==> src/rtl/sap1_pkg.sv <==
// rtl/sap1_pkg.sv - SAP-1 controller constants: opcodes, T-state indices, control-word layout.
package sap1_pkg;

  localparam logic [3:0] OP_LDA = 4'b0000;
  localparam logic [3:0] OP_ADD = 4'b0001;
  localparam logic [3:0] OP_SUB = 4'b0010;
  localparam logic [3:0] OP_OUT = 4'b1110;
  localparam logic [3:0] OP_HLT = 4'b1111;

  localparam int T1 = 0;
  localparam int T2 = 1;
  localparam int T3 = 2;
  localparam int T4 = 3;
  localparam int T5 = 4;
  localparam int T6 = 5;

  // Packed view, MSB first: {cp,ep,lm,ce,li,ei,la,ea,su,eu,lb,lo}
  typedef struct packed {
    logic cp;
    logic ep;
    logic lm;
    logic ce;
    logic li;
    logic ei;
    logic la;
    logic ea;
    logic su;
    logic eu;
    logic lb;
    logic lo;
  } cw_t;

endpackage

==> src/rtl/sap1_ring.sv <==
// rtl/sap1_ring.sv - one-hot T-state ring, advances on falling clk; freeze holds, wrap jumps to T1.
module sap1_ring #(
  parameter int T_N = 6
) (
  input  logic           clk,
  input  logic           clr_n,
  input  logic           freeze,
  input  logic           wrap,
  output logic [T_N-1:0] t
);

  always_ff @(negedge clk or negedge clr_n) begin
    if (!clr_n) begin
      t <= T_N'(1);
    end else if (freeze) begin
      t <= t;
    end else if (wrap) begin
      t <= T_N'(1);
    end else begin
      t <= {t[T_N-2:0], t[T_N-1]};
    end
  end

endmodule

==> src/rtl/sap1_cu.sv <==
// rtl/sap1_cu.sv - SAP-1 controller-sequencer: ring, halt flag and strobe decode.
// SAP1_VARCYC_EN: wrap the ring to T1 right after each instruction's last useful state.
module sap1_cu
  import sap1_pkg::*;
#(
  parameter int OP_W = 4,
  parameter int T_N  = 6
) (
  input  logic            clk,
  input  logic            clr_n,
  input  logic [OP_W-1:0] op,
  output logic [T_N-1:0]  t,
  output logic            cp,
  output logic            ep,
  output logic            lm,
  output logic            ce,
  output logic            li,
  output logic            ei,
  output logic            la,
  output logic            ea,
  output logic            su,
  output logic            eu,
  output logic            lb,
  output logic            lo,
  output logic            hlt
);

  logic halt;
  logic wrap;
  logic is_nop;
  cw_t  cw;

  assign is_nop = !(op inside {OP_LDA, OP_ADD, OP_SUB, OP_OUT, OP_HLT});

`ifdef SAP1_VARCYC_EN
  assign wrap = (t[T3] && is_nop) ||
                (t[T4] && op == OP_OUT) ||
                (t[T5] && op == OP_LDA) ||
                (t[T6] && (op == OP_ADD || op == OP_SUB));
`else
  assign wrap = 1'b0;
`endif

  sap1_ring #(.T_N(T_N)) u_ring (
    .clk    (clk),
    .clr_n  (clr_n),
    .freeze (halt),
    .wrap   (wrap),
    .t      (t)
  );

  // Set on the T3->T4 edge so the ring lands on T4 and then freezes there.
  always_ff @(negedge clk or negedge clr_n) begin
    if (!clr_n) begin
      halt <= 1'b0;
    end else if (t[T3] && op == OP_HLT) begin
      halt <= 1'b1;
    end
  end

  always_comb begin
    cw = '0;
    if (t[T1]) begin
      cw.ep = 1'b1;
      cw.lm = 1'b1;
    end
    if (t[T2]) cw.cp = 1'b1;
    if (t[T3]) begin
      cw.ce = 1'b1;
      cw.li = 1'b1;
    end
    case (op)
      OP_LDA: begin
        if (t[T4]) begin cw.ei = 1'b1; cw.lm = 1'b1; end
        if (t[T5]) begin cw.ce = 1'b1; cw.la = 1'b1; end
      end
      OP_ADD, OP_SUB: begin
        if (t[T4]) begin cw.ei = 1'b1; cw.lm = 1'b1; end
        if (t[T5]) begin cw.ce = 1'b1; cw.lb = 1'b1; end
        if (t[T6]) begin cw.eu = 1'b1; cw.la = 1'b1; end
        // Subtract mode held across T4..T6 so the adder output is settled by T6.
        cw.su = (op == OP_SUB) && (t[T4] || t[T5] || t[T6]);
      end
      OP_OUT: begin
        if (t[T4]) begin cw.ea = 1'b1; cw.lo = 1'b1; end
      end
      default: ;
    endcase
    if (!clr_n || halt) cw = '0;
  end

  assign {cp, ep, lm, ce, li, ei, la, ea, su, eu, lb, lo} = cw;
  assign hlt = halt & clr_n;

endmodule

==> config.mk <==
export PLATFORM = sky130hd
export DESIGN_NAME = sap1_cu
export DESIGN_NICKNAME = d
export VERILOG_FILES = /design/src/rtl/sap1_pkg.sv /design/src/rtl/sap1_ring.sv /design/src/rtl/sap1_cu.sv
export SDC_FILE = /design/constraint.sdc
export NUM_CORES = 1
export LEC_CHECK = 0
export CAP_MARGIN = 20
export CORE_AREA = 2 2 39 41
export CTS_CLUSTER_SIZE = 30
export DETAILED_ROUTE_END_ITERATION = 10
export DIE_AREA = 0 0 41 43
export PLACE_DENSITY = 0.71
export RECOVER_POWER = 100
export SLEW_MARGIN = 20
export SYNTH_ARGS = -nofsm -noshare
export SYNTH_HDL_FRONTEND = slang
export SYNTH_SLANG_ARGS = --single-unit
==> constraint.sdc <==
create_clock -name clk -period 1.6 [get_ports clk]
set_input_delay 0.4 -clock clk [delete_from_list [all_inputs] [get_ports clk]]
set_output_delay 0.4 -clock clk [all_outputs]
set_load 0.02 [all_outputs]
# --- Word-level counts from Yosys, hierarchy flattened ---
# Index checks and enable logic that the tools add are counted.
word_totals:
  ff_bits: 7
  input_bits: 6
  output_inout_bits: 19
  word_cells: 29
classes:
  eq_ne: 4
  n_mux: 13
  n_bitwise: 1
  n_reduce_logical: 9
ops:
  columns: ["op", "n"]
  rows:
  - ["$mux W12", 1]
  - ["$eq A4 B4 Y1 const B", 2]
  - ["$mux W1", 7]
  - ["$mux W2", 3]
  - ["$eq A4 B1 Y1 const B", 1]
  - ["$eq A4 B2 Y1 const B", 1]
  - ["$logic_not A4 Y1", 1]
  - ["$pmux W2 S2", 1]
  - ["$logic_or A1 B1 Y1", 3]
  - ["$mux W3", 1]
  - ["$reduce_or A3 Y1", 1]
  - ["$logic_and A1 B1 Y1", 2]
  - ["$reduce_or A2 Y1", 1]
  - ["$and A1 B1 Y1", 1]
  - ["$logic_not A1 Y1", 1]

# --- Longest topological paths before layout ---
depth:
  word_depth: 5
  mapped_depth: 5
  depth_no_buf: 3

# --- By module ---
# A second synthesis with hierarchy kept.
unflattened:
  cells_unflattened: 49
  area_unflattened_um2: 461.7
modules_own_cells:
  columns: ["mod", "n_inst", "cells_each", "area_each_um2"]
  rows:
  - ["sap1_ring", 1, 21, 251.5]
  - ["sap1_cu", 1, 28, 210.2]

==> qor.yml <==
tightest_slew_ns: 0.400
power_leakage_uw: 0.000508
netlist_area_um2: 439
grt.busiest_layer: "met2"
drtAntennaViolNets: 0
synthTopCellsByArea: "dfrtn_1 (34%), mux2_2 (15%), and2_1 (8.5%), dfstp_2 (6.0%), nor2_1 (6.0%)"
cpLargestDelayFamily: "simple AND/OR/NAND/NOR gates"
die-area_um2: 1760
cts_tree: "done"
layout_commonest_cell: "buf_6"
first_pass_iters: 4
yosysTopAreaCellShare_pct: 34.2
die_w_um: 41
globalRouteTotalUtil_pct: 19.7
ys_warn_count: 0
hpwl_mm: 1.05
synth_top_cell_by_area: "dfrtn_1"
cp.required_ns: 1.20
crit_path_max_fanout: 4
drive_above_1_share_pct: 74.5
cts_made_buffers: 3
root_buffer: "clkbuf_4"
setup_viol: 20
avgSynthCellArea_um2: 9.76
rows: 14
antenna_found_initial: 0
worstSetupEndpointType: "output pin"
port_buffers: 24
vias_per_cell: 4.88
pre_cts_ws_ns: -1.10
fill_cells: 106
ys_seq_area_share_pct: 40.2
synth_cell_type_count: 20
syn_nets: 51
use_met1_pct: 21.7
wl_mm: 1.56
wl_per_cell_um: 13.6
dp_cells: 101
status: "complete, but fails checks"
synthCells: 45
hold_path_class: "reg -> reg"
finalHoldViolations: 0
power_switching_uw: 104
power.total_uw: 407
drc_errors: 0
ios: 25
grt_max_degree: 10
power.share.clock_pct: 39.7
fin_cells: 114
dieHeight_um: 43
slew_viol_final: 0
area_delta_synth_final_pct: 138
grt_pass1_vias: 550
timing.final.ws_setup_ns: -0.934
critPathLaunchType: "flip-flop"
cpMaxStageDelayCell: "dfrtn_1"
ir_worst_vdd_uv: 544
skew_ns: 0.0438
ys_ff_latch: 7
cp.arrival_ns: 2.13
worst_skew_pair.late_latency_ns: 0.30
crit_chain: "nor2b_4 > nand3b_1 > nor4_4 > buf_4"
cts_max_path_buffers: 2
internal_power_uw: 304
fp.coreArea_um2: 1380
fin_nets: 105
slowest_delay_ns: 0.37
grt_pass1_wl_mm: 2.33
most-common-layout-cells: "buf_6 (26), buf_4 (16), mux2_2 (6), dfrtn_1 (6), nor2_4 (5)"
antenna_cells: 0
violations: "setup timing"
grt_remaining_overflow: 0
initial_utilization_pct: 31.7
rsz0062_at_grt: "true"
drt-initial-drc-count: 8
fin_tns_setup_ns: -14.91
globalplace.congestion: 0.675
seq_power_share_pct: 43.8
clkTransAtPathRegs_ns: 0.04
hold_ws_ns: 0.527
combPwrFrac_pct: 16.5
critPathBufInv: 1
relSlewSlack_pct: 73.2
htreeDepth: 1
cap_violations: 0
vias: 556
clock-sinks: 7
swShare_pct: 25.5
met2_usage_pct: 34.7
grtUsageMet3_pct: 1.57
powerDensity_nw_per_um2: 390
crit_type: "reg -> out"
[metrics by stage]
stage               utilization [%]  area, um^2
global route                   75.4        1040
detailed placement             62.7         867
CTS                            71.2         986
finish                         75.4        1040
global placement               62.7         867
floorplan                         -         494
[power by group through the flow]
| stage | Combinational, uW | Clock (uW) | Sequential (uW) |
|---|---|---|---|
| 3_5_place_dp | 57.1 | 7.82 | 181 |
| 6_report | 67.4 | 162 | 178 |
| 4_1_cts | 61.4 | 171 | 178 |
| 3_3_place_gp | 56.1 | 7.82 | 181 |
| 5_1_grt | 72.3 | 179 | 178 |
| 2_1_floorplan | 15.1 | 7.82 | 181 |
[what timing repair did]
action	in CTS	in global routing
setup endpoints to repair	20	20
gates resized for setup	123	13
pin swaps	3	5
hold buffers	0	0
setup buffers	7	5
[final timing paths]
| kind | start | slack, ns | cells after the start | end |
|---|---|---|---|---|
| max | halt$_DFFE_NN0P_ | -0.93 | 4 | su |
| min | u_ring.t[1]$_DFFE_NN0N_ | 0.53 | 1 | u_ring.t[1]$_DFFE_NN0N_ |
| max reg2reg | halt$_DFFE_NN0P_ | 0.13 | 4 | u_ring.t[1]$_DFFE_NN0N_ |
| min reg2reg | u_ring.t[1]$_DFFE_NN0N_ | 0.53 | 1 | u_ring.t[1]$_DFFE_NN0N_ |
| max in group asynchronous | clr_n | 0 | 2 | u_ring.t[0]$_DFFE_NN1N_ |
| min in group asynchronous | clr_n | 1.26 | 2 | u_ring.t[3]$_DFFE_NN0N_ |
[Yosys cell counts]
library cell  number
a22oi_1            1
a31oi_1            2
and2_1             6
and3_1             1
buf_4              1
buf_6              1
dfrtn_1            6
dfstp_2            1
inv_1              1
mux2_2             6
nand2_1            3
nand2b_1           1
nand3_1            2
nand3b_1           1
nor2_1             7
nor2b_4            1
nor3_1             1
nor4_2             1
o21bai_1           1
xor2_1             1
[kinds of logic after synthesis]
logic type / share of synthesized area [%]
flip-flops: 40.2
XOR/XNOR: 1.99
buffers and inverters: 5.13
AO/OA/AOI/OAI: 6.27
AND/OR/NAND/NOR: 31.1
multiplexers: 15.4
[state kept, by name (all words and copies together), names as in the netlist]
| name | flops |
|---|---|
| u_ring.t | 6 |
| halt | 1 |
[routing by layer]
metal / routed length (um) / part of all wire [%]
met1: 598 / 38
met2: 855 / 55
met3: 69 / 4.4
met4: 31 / 2.0
met5: 0 / 0
[area by class of cell]
| type | instances | area (um^2) | share of cell area, % |
|---|---|---|---|
| well taps | 16 | 20.0 | 1.92 |
| repair buffers | 51 | 479 | 45.9 |
| multi-input cells | 35 | 338 | 32.4 |
| clock buffers | 3 | 22.5 | 2.16 |
| clock inverters | 2 | 7.51 | 0.719 |
| flip-flops and latches | 7 | 176 | 16.9 |
(Power assumes the default switching activity.)
